[src/rtl/sprite_pkg.sv]
// sprite_arbiter shared types.
// Descriptor layout, commit FSM states, screen size.
package sprite_pkg;

  localparam int SCREEN_W = 1024;
  localparam int SCREEN_H = 768;
  localparam int ID_W     = 4;

  typedef struct packed {
    logic            en;
    logic [10:0]     x;
    logic [9:0]      y;
    logic [ID_W-1:0] id;
  } sprite_desc_t;

  typedef enum logic {
    ST_IDLE,
    ST_PENDING
  } commit_st_t;

endpackage

[src/rtl/sprite_hit_test.sv]
// Per-slot coverage test for one sprite.
// Produces the hit flag and {row, col} offset.
module sprite_hit_test
  import sprite_pkg::*;
#(
  parameter int WIDTH  = 32,
  parameter int HEIGHT = 32,
  localparam int CB    = $clog2(WIDTH),
  localparam int RB    = $clog2(HEIGHT)
) (
  input  sprite_desc_t    i_desc,
  input  logic [10:0]     i_hcount,
  input  logic [9:0]      i_vcount,
  output logic            o_hit,
  output logic [RB-1:0]   o_row,
  output logic [CB-1:0]   o_col
);

  logic [11:0] w_xend;
  logic [10:0] w_yend;
  logic        w_in_x;
  logic        w_in_y;

  // One extra bit so edge sprites never wrap.
  assign w_xend = {1'b0, i_desc.x} + 12'(WIDTH);
  assign w_yend = {1'b0, i_desc.y} + 11'(HEIGHT);

  assign w_in_x = (i_hcount >= i_desc.x) &&
                  ({1'b0, i_hcount} < w_xend);
  assign w_in_y = (i_vcount >= i_desc.y) &&
                  ({1'b0, i_vcount} < w_yend);

  assign o_hit = i_desc.en && w_in_x && w_in_y;
  assign o_col = CB'(i_hcount - i_desc.x);
  assign o_row = RB'(i_vcount - i_desc.y);

endmodule

[src/rtl/sprite_arbiter.sv]
// Sprite ROM sharing: priority pick, ROM address,
// sync/blank delay and vsync-latched descriptor bank.
module sprite_arbiter
  import sprite_pkg::*;
#(
  parameter int NUM_SPRITES = 4,
  parameter int WIDTH       = 32,
  parameter int HEIGHT      = 32,
  parameter int ID_BITS     = ID_W,
  parameter int PIPE_LAT    = 3,
  localparam int SW = $clog2(NUM_SPRITES),
  localparam int CB = $clog2(WIDTH),
  localparam int RB = $clog2(HEIGHT),
  localparam int AW = ID_BITS + RB + CB
) (
  input  logic               clock,
  input  logic               reset,
  input  logic [10:0]        hcount_in,
  input  logic [9:0]         vcount_in,
  input  logic               hsync_in,
  input  logic               vsync_in,
  input  logic               blank_in,
  input  logic               desc_we,
  input  logic [SW-1:0]      desc_idx,
  input  logic               desc_en,
  input  logic [10:0]        desc_x,
  input  logic [9:0]         desc_y,
  input  logic [ID_BITS-1:0] desc_id,
  input  logic               commit_req,
  output logic               commit_pending,
  output logic               commit_done,
  output logic [AW-1:0]      rom_addr,
  output logic [SW-1:0]      sel_slot_out,
  output logic               sprite_hit_out,
  output logic               hsync_out,
  output logic               vsync_out,
  output logic               blank_out
);

  sprite_desc_t r_shadow [NUM_SPRITES];
  sprite_desc_t r_active [NUM_SPRITES];

  commit_st_t r_state;
  logic       r_vs_prev;
  logic       r_done;
  logic       w_vs_fall;

  logic [NUM_SPRITES-1:0] w_hit;
  logic [RB-1:0]          w_row [NUM_SPRITES];
  logic [CB-1:0]          w_col [NUM_SPRITES];

  logic          w_any;
  logic [SW-1:0] w_sel;
  logic [AW-1:0] w_addr;

  logic [AW-1:0]       r_addr;
  logic [SW-1:0]       r_sel_d [PIPE_LAT];
  logic [PIPE_LAT-1:0] r_hit_d;
  logic [PIPE_LAT-1:0] r_hs_d;
  logic [PIPE_LAT-1:0] r_vs_d;
  logic [PIPE_LAT-1:0] r_bl_d;

  assign w_vs_fall = r_vs_prev && !vsync_in;

  // Shadow bank: written any time, never shown directly.
  always_ff @(posedge clock) begin
    if (!reset) begin
      for (int i = 0; i < NUM_SPRITES; i++)
        r_shadow[i] <= '0;
    end else if (desc_we) begin
      r_shadow[desc_idx] <= '{en: desc_en,
                              x:  desc_x,
                              y:  desc_y,
                              id: desc_id};
    end
  end

  // Commit FSM: shadow -> active on vsync falling edge.
  always_ff @(posedge clock) begin
    if (!reset) begin
      r_state   <= ST_IDLE;
      r_vs_prev <= 1'b1;
      r_done    <= 1'b0;
      for (int i = 0; i < NUM_SPRITES; i++)
        r_active[i] <= '0;
    end else begin
      r_vs_prev <= vsync_in;
      r_done    <= 1'b0;
      unique case (r_state)
        ST_IDLE: begin
          if (commit_req)
            r_state <= ST_PENDING;
        end
        ST_PENDING: begin
          if (w_vs_fall) begin
            r_state  <= ST_IDLE;
            r_done   <= 1'b1;
            r_active <= r_shadow;
          end
        end
        default: r_state <= ST_IDLE;
      endcase
    end
  end

  assign commit_pending = (r_state == ST_PENDING);
  assign commit_done    = r_done;

  for (genvar g = 0; g < NUM_SPRITES; g++) begin : g_hit
    sprite_hit_test #(
      .WIDTH (WIDTH),
      .HEIGHT(HEIGHT)
    ) u_hit (
      .i_desc  (r_active[g]),
      .i_hcount(hcount_in),
      .i_vcount(vcount_in),
      .o_hit   (w_hit[g]),
      .o_row   (w_row[g]),
      .o_col   (w_col[g])
    );
  end

  // Priority pick: lowest-index hitting slot wins.
  always_comb begin
    w_any  = 1'b0;
    w_sel  = '0;
    w_addr = '0;
    for (int i = NUM_SPRITES - 1; i >= 0; i--) begin
      if (w_hit[i]) begin
        w_any  = 1'b1;
        w_sel  = SW'(i);
        w_addr = {r_active[i].id, w_row[i], w_col[i]};
      end
    end
  end

  // Address register and alignment delay line.
  always_ff @(posedge clock) begin
    if (!reset) begin
      r_addr  <= '0;
      r_hit_d <= '0;
      r_hs_d  <= '1;
      r_vs_d  <= '1;
      r_bl_d  <= '1;
      for (int k = 0; k < PIPE_LAT; k++)
        r_sel_d[k] <= '0;
    end else begin
      r_addr     <= w_addr;
      r_sel_d[0] <= w_sel;
      for (int k = 1; k < PIPE_LAT; k++)
        r_sel_d[k] <= r_sel_d[k-1];
      r_hit_d <= {r_hit_d[PIPE_LAT-2:0], w_any};
      r_hs_d  <= {r_hs_d[PIPE_LAT-2:0], hsync_in};
      r_vs_d  <= {r_vs_d[PIPE_LAT-2:0], vsync_in};
      r_bl_d  <= {r_bl_d[PIPE_LAT-2:0], blank_in};
    end
  end

  assign rom_addr       = r_addr;
  assign sel_slot_out   = r_sel_d[PIPE_LAT-1];
  assign sprite_hit_out = r_hit_d[PIPE_LAT-1];
  assign hsync_out      = r_hs_d[PIPE_LAT-1];
  assign vsync_out      = r_vs_d[PIPE_LAT-1];
  assign blank_out      = r_bl_d[PIPE_LAT-1];

endmodule
[config.mk]
export PLATFORM = sky130hd
export DESIGN_NAME = sprite_arbiter
export DESIGN_NICKNAME = d
export VERILOG_FILES = /design/src/rtl/sprite_pkg.sv /design/src/rtl/sprite_hit_test.sv /design/src/rtl/sprite_arbiter.sv
export SDC_FILE = /design/constraint.sdc
export NUM_CORES = 1
export LEC_CHECK = 0
export CORE_MARGIN = 2
export CORE_UTILIZATION = 35
export DETAILED_ROUTE_END_ITERATION = 10
export RECOVER_POWER = 100
export SLEW_MARGIN = 20
export SYNTH_ARGS = -nofsm -noshare
export SYNTH_HDL_FRONTEND = slang
export SYNTH_SLANG_ARGS = --single-unit
[constraint.sdc]
create_clock -name clock -period 7.8 [get_ports clock]
set_input_delay 1.56 -clock clock [delete_from_list [all_inputs] [get_ports clock]]
set_output_delay 1.56 -clock clock [all_outputs]
set_load 0.05 [all_outputs]
==> impl_metrics.yaml <==
status:
  status: "complete, but fails checks"
  violations: "max-capacitance violations, max-slew violations"
logic_synthesis:
  synth_simple_gate_area_share_pct: 15.4
  yosysTopAreaCellShare_pct: 39.0
  yosys-top-cells-area: "dfxtp_1, ha_1, a22o_1"
  synth_mux_area_share_pct: 0.322
  synthArstFlopShare_pct: 0
  ys_warn_count: 0
  synth_top_family_by_area: "compound AO/OA/AOI/OAI gates"
  yosysTopAreaCell: "dfxtp_1"
  ys_types: 68
  synthFlopType: "dfxtp_1"
  synth-compound-area-share_pct: 21.9
  yosysMostFrequentCell: "dfxtp_1"
  syn-num-nets: 1620
  synthTopCellsByCount: "dfxtp_1, nand2_1, a21oi_1"
  avgSynthCellArea_um2: 8.75
  synth_xor_area_share_pct: 2.96
  synth_edf_count: 0
  yosys.area_share.adder_pct: 15.0
  synth_area_mm2: 0.0124
  syn_inst: 1420
  synth-seq-cells: 242
  seq_area_frac_synth_pct: 39.0
sta:
  tightest_slew_ns: 2.17
  setup_violations: 0
  min_period_ns: 5.91
  finalHoldViolations: 0
  fmax_ghz: 0.169
  tns_ns: 0
  skew_ns: 0.0118
  rsz0062_at_grt: "no"
  final.period_utilization_pct: 75.8
  final_max_slew_viol_count: 68
  maxSlewHeadroom_pct: -44.9
final_layout:
  fin_cells: 1937
  final_nets: 1665
  stdcell_area_mm2: 0.0144
  syn2layout_area_growth_pct: 15.6
  fillerInstances: 3469
  diodes: 0
  fin_util_pct: 41.4
  drive_gt1_share_pct: 4.32
routing:
  vias_per_cell: 5.26
  ant_nets: 0
  m1WireLength_mm: 17.5
  top_layer: "met4"
  drtIter0Drc: 752
  vias: 10192
  drc: 0
  wl_met3_mm: 1.78
  drt_pre_antenna_iters: 5
  route.detailed.wl_per_inst_um: 18.4
  wl_met2_mm: 15.6
  drt_wl_total_mm: 35.6
min_path:
  min_to: "r_bl_d[2]"
  holdCritPathClass: "flop to flop"
  holdPathStages: 1
  worstHoldStart: "r_bl_d[1]"
global_routing:
  antenna_found_initial: 0
  grt_overflow: 0
  grt_max_degree: 77
  grt_use_total_pct: 19.2
  grt_pass1_wl_mm: 55.5
  grt_pass1_vias: 9592
setup_path:
  timing.rr.start: "r_active[92]"
  r2r_end: "rom_addr[3]"
  path_buf_inv: 4
  required_ns: 8.26
  start_kind: "input pin"
  cpPeakStageDelay_ns: 1.12
  ff2ff_setup_slack_ns: 4.06
  cp_max_fo: 71
  cp_cell_sequence: "clkdlybuf4s50_1 -> clkbuf_1 -> clkinv_2 -> nor2_4 -> buf_4 -> a22o_1"
  arrival_ns: 6.37
  cpLargestDelayFamily: "buffers and inverters"
  worst_setup_path_end_kind: "flop"
  reg2regPathDepth: 10
  slowest_stage: "clkbuf_1"
  crit_type: "input pin to flop"
clock_tree:
  clk_latency_ns: 0.53
  ctsResizeCount: 0
  clockBufferDepth: 3
  clkTransAtPathRegs_ns: 0.06
  cts_setup_buffers: 0
  clock-sinks: 242
  cts_root_buffer: "clkbuf_16"
  cts.hold.buffers_added: 0
  htreeDepth: 1
  cts-buffers-inserted: 26
  cts_tree: "built"
floorplan:
  core_area_mm2: 0.0347
  num_rows: 68
  dieArea_mm2: 0.0370
  pin_count: 78
  die_w_um: 192
  die_y_um: 192
  initial_core_util_pct: 35.8
placement:
  dp_hpwl_mm: 24.9
  place_inst: 1892
  gp_congestion: 0.848
  placed_cell_area_mm2: 0.0136
  place.port_buffers: 77
power_and_ir_drop:
  cellPowerDensity_mw_per_mm2: 192
  p_leak_nw: 5.34
  vdd_drop_max_uv: 136
run:
  drv_cap: 2
## sequential cells by signal, summed over array words and instances, names as in the netlist
signal	count
r_active	104
r_shadow	104
rom_addr	14
r_hs_d	3
r_bl_d	3
r_hit_d	3
r_sel_d	6
r_vs_d	3
commit_done	1
commit_pending	1
## metal layers
metal / vias up / GRT usage, %
met2: 227 / 30.2
li1: 5091 / -
met1: 4835 / 27.9
met4: 0 / 4.40
met3: 39 / 2.44
met5: - / 0
## per-stage QoR
step | hold WS (ns) | worst slack [ns] | power [W]
floorplan | 0.386 | 3.91 | 0.00147
finish | 0.405 | 1.89 | 0.00275
detailed placement | 0.392 | 2.66 | 0.00159
global placement | 0.391 | 2.72 | 0.00158
global route | 0.420 | 1.51 | 0.00285
CTS | 0.407 | 3.20 | 0.00278
## final cells by class
| class | instances | area, µm² | area share [%] |
|---|---|---|---|
| Inverter | 103 | 388 | 2.70 |
| Tap cell | 455 | 569 | 3.97 |
| Clock buffer | 36 | 749 | 5.22 |
| Sequential cell | 242 | 4840 | 33.7 |
| Timing Repair Buffer | 84 | 820 | 5.71 |
| Clock inverter | 9 | 65.1 | 0.453 |
| Multi-Input combinational cell | 1008 | 6920 | 48.2 |
## placed cells by master (no fill, tap or decap), drive strengths merged, types with 3 or more instances in the layout
cell	instances
o21ai	45
fa	8
or3b	5
and2	8
xnor2	40
and3	9
nand2b	24
a31oi	5
ha	136
o21a	13
o221ai	9
dfxtp	242
clkinv	6
a21o	16
nor2b	12
nor2	36
dlygate4sd3	23
a41oi	3
clkbuf	37
inv	104
buf	6
o211ai	11
nand2	240
nand4	11
and4	4
nor3	18
o31a	5
nand3	35
clkdlybuf4s50	54
nor4	3
nor3b	3
a21oi	153
a22o	105
a211oi	16
mux2i	4
## cell families after synthesis
kind of cell,count (synthesis)
AND/OR/NAND/NOR,416
AO/OA/AOI/OAI,402
flip-flops,242
buffers and inverters,170
adder cells (fa/ha/maj),144
XOR/XNOR,42
multiplexers,4
## power by group
part / total, W / internal (W) / switching (W) / leakage [nW]
Combinational: 0.000289 / 0.000109 / 0.000180 / 2.99
Clock: 0.00119 / 0.000672 / 0.000515 / 0.397
Sequential: 0.00127 / 0.00126 / 0.0000132 / 1.96
## worst max-delay path by stage
stage                         to          from  cells past startpoint
finish              r_active[44]         reset                      6
global route        r_active[43]         reset                      6
CTS                 r_active[17]         reset                      6
detailed placement  r_active[18]         reset                      6
global placement    r_active[46]         reset                      6
floorplan           rom_addr[12]  hcount_in[0]                     13
Note: power is estimated with default switching activity, not from simulation.
